[src/rtl/shift_rotate_pkg.sv]
// Shared types for the sequential shift/rotate engine.
// Opcode encoding, FSM states and the opcode legality check.
package shift_rotate_pkg;

   typedef enum logic [2:0] {
      OP_SHL  = 3'd0,
      OP_SHR  = 3'd1,
      OP_SAR  = 3'd2,
      OP_ROL  = 3'd3,
      OP_ROR  = 3'd4,
      OP_PASS = 3'd5
   } op_e;

   typedef enum logic [1:0] {
      ST_IDLE = 2'd0,
      ST_RUN  = 2'd1,
      ST_DONE = 2'd2
   } state_e;

   function automatic logic is_legal_op(input logic [2:0] op);
      return (op <= 3'd5);
   endfunction

endpackage

[src/rtl/shift_rotate_step.sv]
// One-bit shift/rotate step, purely combinational.
// Illegal opcodes and PASS return the operand unchanged with no carry.
module shift_rotate_step
   import shift_rotate_pkg::*;
#(
   parameter int W = 8
) (
   input  logic [W-1:0] data,
   input  logic [2:0]   opcode,
   output logic [W-1:0] next,
   output logic         carry
);

   // Select the single-bit move for the current opcode.
   always_comb begin
      next  = data;
      carry = 1'b0;
      unique case (opcode)
         OP_SHL: begin
            next  = {data[W-2:0], 1'b0};
            carry = data[W-1];
         end
         OP_SHR: begin
            next  = {1'b0, data[W-1:1]};
            carry = data[0];
         end
         OP_SAR: begin
            next  = {data[W-1], data[W-1:1]};
            carry = data[0];
         end
         OP_ROL: begin
            next  = {data[W-2:0], data[W-1]};
            carry = data[W-1];
         end
         OP_ROR: begin
            next  = {data[0], data[W-1:1]};
            carry = data[0];
         end
         default: begin
            next  = data;
            carry = 1'b0;
         end
      endcase
   end

endmodule

[src/rtl/shift_rotate_seq.sv]
// Multi-cycle shift/rotate engine: one bit per clock, amount times.
// Optional carry/zero flag ports under SHIFT_ROTATE_SEQ_FLAGS_EN.
module shift_rotate_seq
   import shift_rotate_pkg::*;
#(
   parameter int W  = 8,
   parameter int AW = $clog2(W)
) (
   input  logic          clk,
   input  logic          rst_n,
   input  logic          in_valid,
   output logic          in_ready,
   input  logic [W-1:0]  in_data,
   input  logic [2:0]    in_opcode,
   input  logic [AW-1:0] in_amount,
   output logic          out_valid,
   input  logic          out_ready,
   output logic [W-1:0]  out_data,
`ifdef SHIFT_ROTATE_SEQ_FLAGS_EN
   output logic          out_carry,
   output logic          out_zero,
`endif
   output logic          out_err
);

   state_e        state;
   state_e        state_nx;
   logic [W-1:0]  data_q;
   logic [2:0]    op_q;
   logic [AW-1:0] cnt_q;
   logic          err_q;
   logic          accept;
   logic          short_cmd;
   logic [W-1:0]  step_next;
   logic          step_carry;

   assign accept    = in_valid && (state == ST_IDLE);
   assign short_cmd = (in_amount == '0) ||
                      (in_opcode == OP_PASS) ||
                      !is_legal_op(in_opcode);

   shift_rotate_step #(.W(W)) u_step (
      .data   (data_q),
      .opcode (op_q),
      .next   (step_next),
      .carry  (step_carry)
   );

   // State register.
   always_ff @(posedge clk or negedge rst_n) begin
      if (!rst_n) state <= ST_IDLE;
      else        state <= state_nx;
   end

   // Next-state logic and handshake outputs.
   always_comb begin
      state_nx  = state;
      in_ready  = 1'b0;
      out_valid = 1'b0;
      unique case (state)
         ST_IDLE: begin
            in_ready = 1'b1;
            if (accept)
               state_nx = short_cmd ? ST_DONE : ST_RUN;
         end
         ST_RUN: begin
            if (cnt_q <= AW'(1))
               state_nx = ST_DONE;
         end
         ST_DONE: begin
            out_valid = 1'b1;
            if (out_ready)
               state_nx = ST_IDLE;
         end
         default: state_nx = ST_IDLE;
      endcase
   end

   // Operand latch on accept, one step per RUN cycle.
   always_ff @(posedge clk or negedge rst_n) begin
      if (!rst_n) begin
         data_q <= '0;
         op_q   <= 3'd0;
         cnt_q  <= '0;
         err_q  <= 1'b0;
      end else if (accept) begin
         data_q <= in_data;
         op_q   <= in_opcode;
         cnt_q  <= in_amount;
         err_q  <= !is_legal_op(in_opcode);
      end else if (state == ST_RUN) begin
         data_q <= step_next;
         if (cnt_q != '0)
            cnt_q <= cnt_q - AW'(1);
      end
   end

   assign out_data = data_q;
   assign out_err  = err_q;

`ifdef SHIFT_ROTATE_SEQ_FLAGS_EN
   logic carry_q;

   // Last bit moved out; cleared on accept so short commands report 0.
   always_ff @(posedge clk or negedge rst_n) begin
      if (!rst_n)                carry_q <= 1'b0;
      else if (accept)           carry_q <= 1'b0;
      else if (state == ST_RUN)  carry_q <= step_carry;
   end

   assign out_carry = out_valid && carry_q;
   assign out_zero  = out_valid && (data_q == '0);
`else
   logic unused_carry;
   assign unused_carry = step_carry;
`endif

endmodule

[config.mk]
export PLATFORM = sky130hd
export DESIGN_NAME = shift_rotate_seq
export DESIGN_NICKNAME = d
export VERILOG_FILES = /design/src/rtl/shift_rotate_pkg.sv /design/src/rtl/shift_rotate_step.sv /design/src/rtl/shift_rotate_seq.sv
export SDC_FILE = /design/constraint.sdc
export NUM_CORES = 1
export LEC_CHECK = 0
export BUFFER_PORTS_ARGS = -buffer_cell sky130_fd_sc_hd__clkbuf_2
export CAP_MARGIN = 20
export CORE_AREA = 5 5 53 64
export CTS_BUF_LIST = sky130_fd_sc_hd__clkbuf_8
export CTS_CLUSTER_SIZE = 10
export DETAILED_ROUTE_END_ITERATION = 6
export DIE_AREA = 0 0 58 69
export SLEW_MARGIN = 20
export SYNTH_ARGS = -nofsm -noshare
export SYNTH_HDL_FRONTEND = slang
export SYNTH_SLANG_ARGS = --single-unit
[constraint.sdc]
create_clock -name clk -period 3.18 [get_ports clk]
set_input_delay 0.318 -clock clk [delete_from_list [all_inputs] [get_ports clk]]
set_output_delay 0.318 -clock clk [all_outputs]
set_load 0.01 [all_outputs]
After elaboration in Yosys (flattened, before gate mapping)
Cells that the tools add are included.
{ "word_totals": {"elab_cells": 49, "out_inout_bits": 11, "register_bits": 17} }
{ "classes": {"mux": 13, "n_lt_le_gt_ge": 2, "n_addsub": 1, "n_eq_ne": 11, "n_reduce_logical": 16} }
{ "op_table": {"columns": ["op", "count"], "rows": [
  ["8-bit one-hot mux with 5 select lines", 1],
  ["8-bit two-way mux", 2],
  ["3-bit two-way mux", 3],
  ["2-bit two-way mux", 4],
  ["2-bit inequality test, second input constant", 4],
  ["3-bit by 2-bit == test with 1-bit output, second input constant", 2],
  ["3-bit == test, second input constant", 2],
  ["3-bit zero test", 2],
  ["2-bit one-hot mux with 3 select lines", 1],
  ["3-bit AND reduction", 2],
  ["6-bit nonzero test", 1],
  ["5-bit nonzero test", 1],
  ["2-bit AND reduction", 2],
  ["2-bit nonzero test", 2],
  ["3-bit by 1-bit == test with 1-bit output, second input constant", 1],
  ["3-bit by 1-bit less-or-equal comparator with 1-bit output, second input constant", 1],
  ["3-bit less-or-equal comparator, second input constant", 1],
  ["3-bit nonzero test", 1],
  ["3-bit by 1-bit subtractor with 3-bit output, second input constant", 1],
  ["2-bit by 1-bit == test with 1-bit output, second input constant", 1],
  ["2-bit == test, second input constant", 1],
  ["2-bit zero test", 1],
  ["1-bit logical OR", 2],
  ["1-bit two-way mux", 2],
  ["2 further kinds", 2]
]} }

Depth between registers and ports, before layout
{ "logic_depth": {"word_depth": 6, "depth_mapped": 7, "depth_no_buf": 7} }

Modules after synthesis
A second synthesis with hierarchy kept.
{ "hier_totals": {"hier_cells": 128, "area_unflattened_um2": 1239.9} }
{ "by_module_without_submodules": {"columns": ["module", "area_each_um2", "cells_each", "instances"], "rows": [
  ["shift_rotate_seq", 908.4, 84, 1],
  ["shift_rotate_step", 331.6, 44, 1]
]} }

Worst setup path after synthesis
Ideal clock, no wire load.
{ "synth_timing": {"path_type": "register -> register", "startpoint": "register op_q[1]", "endpoint": "register data_q[0], in the netlist out_data[0]", "setup_ns": 0.133, "arrival_ns": 1.174, "path_buffers": 2, "stages_incl_launch_ff": 8, "path_slack_ns": 1.873, "path_cell_list": "dfrtp_1 > buf_6 > nor2_8 > nor2_2 > or2_1 > buf_6 > a31oi_1 > a31oi_1"} }
{ "synth_via": {"elab_chain_len": 4, "word_cells_on_any_way": 10, "classes_between": "eq/ne: 4; mux: 3; reduce/logical: 3"} }
{ "synth_rtl": {"columns": ["element", "line", "source"], "rows": [
  ["from (decl)", "shift_rotate_seq.sv:29", "logic [2:0] op_q;"],
  ["from (signal assigned)", "shift_rotate_seq.sv:88", "op_q <= in_opcode;"],
  ["3-bit == test (tied with other cells)", "shift_rotate_step.sv:18", "unique case (opcode)"],
  ["8-bit one-hot mux with 5 select lines", "shift_rotate_step.sv:18", null],
  ["8-bit two-way mux", "shift_rotate_seq.sv:91", "end else if (state == ST_RUN) begin"],
  ["8-bit two-way mux", "shift_rotate_seq.sv:86", "end else if (accept) begin"],
  ["to (signal assigned)", "shift_rotate_seq.sv:87", "data_q <= in_data;"],
  ["to (signal assigned)", "shift_rotate_seq.sv:92", "data_q <= step_next;"],
  ["to (decl)", "shift_rotate_seq.sv:28", "logic [W-1:0] data_q;"]
]} }
Several ways; a longest one is shown, not always the timed one. The select of a mux whose other input is x is not followed.
A chain may end at the register's enable or synchronous reset.

Final worst setup path
{ "layout_timing": {"startpoint": "register state[0]", "endpoint": "register data_q[7], in the netlist out_data[7]"} }
{ "layout_via": {"elab_chain_len": 4, "word_cells_on_any_way": 8, "classes_between": "eq/ne: 2; mux: 1; reduce/logical: 5"} }
{ "layout_rtl": {"columns": ["element", "line", "source"], "rows": [
  ["from (decl)", "shift_rotate_seq.sv:26", "state_e state;"],
  ["from (signal assigned)", "shift_rotate_seq.sv:52", "else state <= state_nx;"],
  ["2-bit zero test", "shift_rotate_seq.sv:37", "assign accept = in_valid && (state == ST_IDLE);"],
  ["1-bit logical AND", "shift_rotate_seq.sv:37", null],
  ["5-bit nonzero test (no source line) (tied with other cells)", null, null],
  ["3-bit AND reduction (no source line)", null, null]
]} }
Several ways; a longest one is shown, not always the timed one.

==> results.py <==
metrics = {
    "detailed_routing": {
        "wl_per_cell_um": 14.5,
        "vias_per_cell": 5.20,
        "vias": 884,
        "drcViolationCount": 0,
        "ant_nets": 0,
        "routed_wl_mm": 2.47,
        "dr.pass1.iters": 4,
        "drtIter0Drc": 22,
    },
    "cells_and_area": {
        "area_growth_pct": 17.0,
        "diodes": 0,
        "drive_gt1_share_pct": 27.9,
        "fin_nets": 158,
    },
    "worst_hold_path": {
        "hp-class": "in2async",
    },
    "floorplan": {
        "ioPinCount": 29,
        "die_h_um": 69,
        "num_rows": 21,
        "die_area_um2": 4000,
        "die_w_um": 58,
        "fp.coreArea_um2": 2730,
        "start_util_pct": 37.5,
    },
    "worst_setup_path": {
        "crit_family": "simple AND/OR/NAND/NOR gates",
        "crit_path_end_kind": "flop",
        "crit_fanout": 18,
        "r2r_slack_ns": 1.67,
        "crit_slowest_cell": "and2_1",
        "crit_required_ns": 3.32,
        "reg2reg_from": "state[0]$_DFFE_PN0P_",
        "path_buf_inv": 0,
        "cp.arrival_ns": 1.65,
        "critPathKind": "reg2reg",
        "critPathLaunchType": "flop",
        "path_cells": "nor2_2 -> and2_1 -> a211oi_1 -> a21o_1",
        "worstRegToRegCells": 4,
        "r2r_end": "out_data[7]$_DFFE_PN0P_",
        "crit_path_max_incr_delay_ns": 0.52,
    },
    "timing": {
        "tightest_slew_ns": 0.585,
        "relSlewSlack_pct": 61.0,
        "final_max_slew_viol_count": 0,
        "fmax_mhz": 662,
        "finalHoldViolCount": 1,
        "fin_setup_tns_ns": 0,
        "rsz0062_at_grt": "no",
        "setup_viol": 0,
        "finClkSkew_ns": 0.00425,
        "final.min_clock_period_ns": 1.51,
        "fin_crit_sh_pct": 47.5,
        "worst_slack_ns": 1.67,
        "timing.hold.ws_ns": -0.000766,
    },
    "flow_run": {
        "cap_violations": 0,
    },
    "global_routing": {
        "grt_pass1_vias": 935,
        "grt_max_degree": 19,
        "grt_overflow_total": 0,
        "antenna_found_initial": 0,
        "track_usage_pct": 13.0,
        "grt_first_pass_wirelength_mm": 4.12,
    },
    "clock_tree": {
        "clk_latency_ns": 0.25,
        "cts_tree": "built",
        "cts_root_buf": "clkbuf_8",
        "post-cts-setup-buffers": 0,
        "htreeDepth": 1,
        "clkTransAtPathRegs_ns": 0.07,
        "cts_buffer_depth": 2,
        "cts-resized-gates": 0,
        "cts_hold_buf": 0,
        "numCtsBuffers": 3,
        "clock_sink_count": 17,
    },
    "logic_synthesis": {
        "ys_warn_count": 0,
        "syn-num-nets": 131,
        "postSynthAreaPerCell_um2": 9.30,
        "synth_cell_types": 33,
        "netlist_instances": 110,
        "ys_ff_latch": 17,
        "yosysSeqAreaShare_pct": 41.6,
        "syn_area_um2": 1020,
    },
    "placement": {
        "preCtsSetupSlack_ns": 1.70,
        "dp_hpwl_mm": 1.94,
        "routabilityCongestion": 0.764,
        "io_buffer_count": 28,
    },
    "power": {
        "p_leak_nw": 0.590,
        "max-vdd-ir-drop_uv": 452,
        "p_per_area_nw_per_um2": 1090,
    },
    "status": {
        "status": "complete, but fails checks",
        "violations": "hold timing",
    },
}
cells in the mapped netlist:
master     n  area share [%]
a211oi_1   1            0.73
a21o_1     1            0.73
a21oi_1    5             2.4
a22oi_1    6             4.4
a31oi_1    2             1.2
and2_1     1            0.61
and2b_1    2             1.5
buf_2      1            0.49
buf_4      2             1.5
buf_6      3             3.3
dfrtp_1   17              42
ha_1       3             3.7
inv_1      3             1.1
inv_2      1            0.37
maj3_2     1             1.1
mux2_2     1             1.1
mux2i_1    7             6.8
nand2_1   20             7.3
nand2_2    1            0.61
nand2b_1   2             1.2
nand3_1    2            0.98
nor2_1     2            0.73
nor2_2     2             1.2
nor2_8     1             2.0
nor3_1     1            0.49
o21ai_0    4             2.0
o21ai_1   10             4.9
o21bai_1   1            0.73
o22ai_1    2             1.2
o311ai_0   2             1.7
o31a_1     1            0.86
or2_1      1            0.61
xnor2_1    1            0.86
cells by family (layout without fill, tap and decap cells):
family | after synthesis | in the layout | share of synthesized area [%]
compound gates | 35 | 35 | 20.9
flops | 17 | 17 | 41.6
simple gates | 35 | 35 | 17.2
fa+ha+maj | 4 | 4 | 4.77
mux | 8 | 8 | 7.95
buf+inv | 10 | 36 | 6.72
xor+xnor | 1 | 1 | 0.856
layer usage:
layer,global-route usage (%),vias to the layer above,wire length [um]
li1,-,439,-
met1,14.5,422,1010
met2,22.6,21,1280
met3,2.99,2,170
met4,5.93,0,17
met5,0,-,0
final cells by class:
cell class	count	area [um^2]
clock buffer	3	41.3
clock inverter	1	3.75
fill	285	1540
inverter	4	15.0
multi-input combinational	83	529
sequential	17	425
tap	34	42.5
timing repair buffer	28	140
through the flow:
| stage | util, % | hold WS [ns] | std cells | total power (W) | instance area [um^2] |
|---|---|---|---|---|---|
| after detailed placement | 42.2 | 0.287 | 166 | 0.00116 | 1150 |
| final | 43.8 | -0.000766 | 170 | 0.00131 | 1200 |
| after global routing | 43.8 | 0.0357 | 170 | 0.00143 | 1200 |
| after floorplan | - | 0.0224 | 110 | 0.00100 | 1020 |
| after global placement | 42.2 | 0.288 | 166 | 0.00114 | 1150 |
| after CTS | 43.8 | 0.0136 | 170 | 0.00132 | 1200 |
state kept, by name, indices dropped and copies added (netlist names):
register,cells
out_data,8
state,2
out_err,1
cnt_q,3
op_q,3
cell usage in the layout, fill, tap and decap left out, drive strengths merged:
cell type | Yosys | routed
a211oi | 1 | 1
a21o | 1 | 1
a21oi | 5 | 5
a22oi | 6 | 6
a31oi | 2 | 2
and2 | 1 | 1
and2b | 2 | 2
clkbuf | 0 | 31
dfrtp | 17 | 17
ha | 3 | 3
inv | 4 | 5
maj3 | 1 | 1
mux2 | 1 | 1
mux2i | 7 | 7
nand2 | 21 | 21
nand2b | 2 | 2
nand3 | 2 | 2
nor2 | 5 | 5
nor3 | 1 | 1
o21ai | 14 | 14
o21bai | 1 | 1
o22ai | 2 | 2
o311ai | 2 | 2
o31a | 1 | 1
or2 | 1 | 1
xnor2 | 1 | 1
where the power goes:
group / leakage, nW / total [W] / internal, W / switching [W]
clock: 0.0269 / 0.000158 / 0.0000856 / 0.0000724
sequential: 0.208 / 0.000482 / 0.000326 / 0.000155
combinational: 0.355 / 0.000669 / 0.000305 / 0.000364
total: 0.590 / 0.00131 / 0.000717 / 0.000591
worst max-delay path by stage:
stage | cells past startpoint | start | end
2_1_floorplan | 7 | op_q[1]$_DFFE_PN0P_ | out_data[0]$_DFFE_PN0P_
3_3_place_gp | 4 | state[1]$_DFFE_PN0P_ | out_data[7]$_DFFE_PN0P_
3_5_place_dp | 4 | state[0]$_DFFE_PN0P_ | out_data[7]$_DFFE_PN0P_
4_1_cts | 4 | state[0]$_DFFE_PN0P_ | out_data[7]$_DFFE_PN0P_
5_1_grt | 4 | state[0]$_DFFE_PN0P_ | out_data[4]$_DFFE_PN0P_
6_report | 4 | state[0]$_DFFE_PN0P_ | out_data[7]$_DFFE_PN0P_
Power figures use the tool's default switching activity.
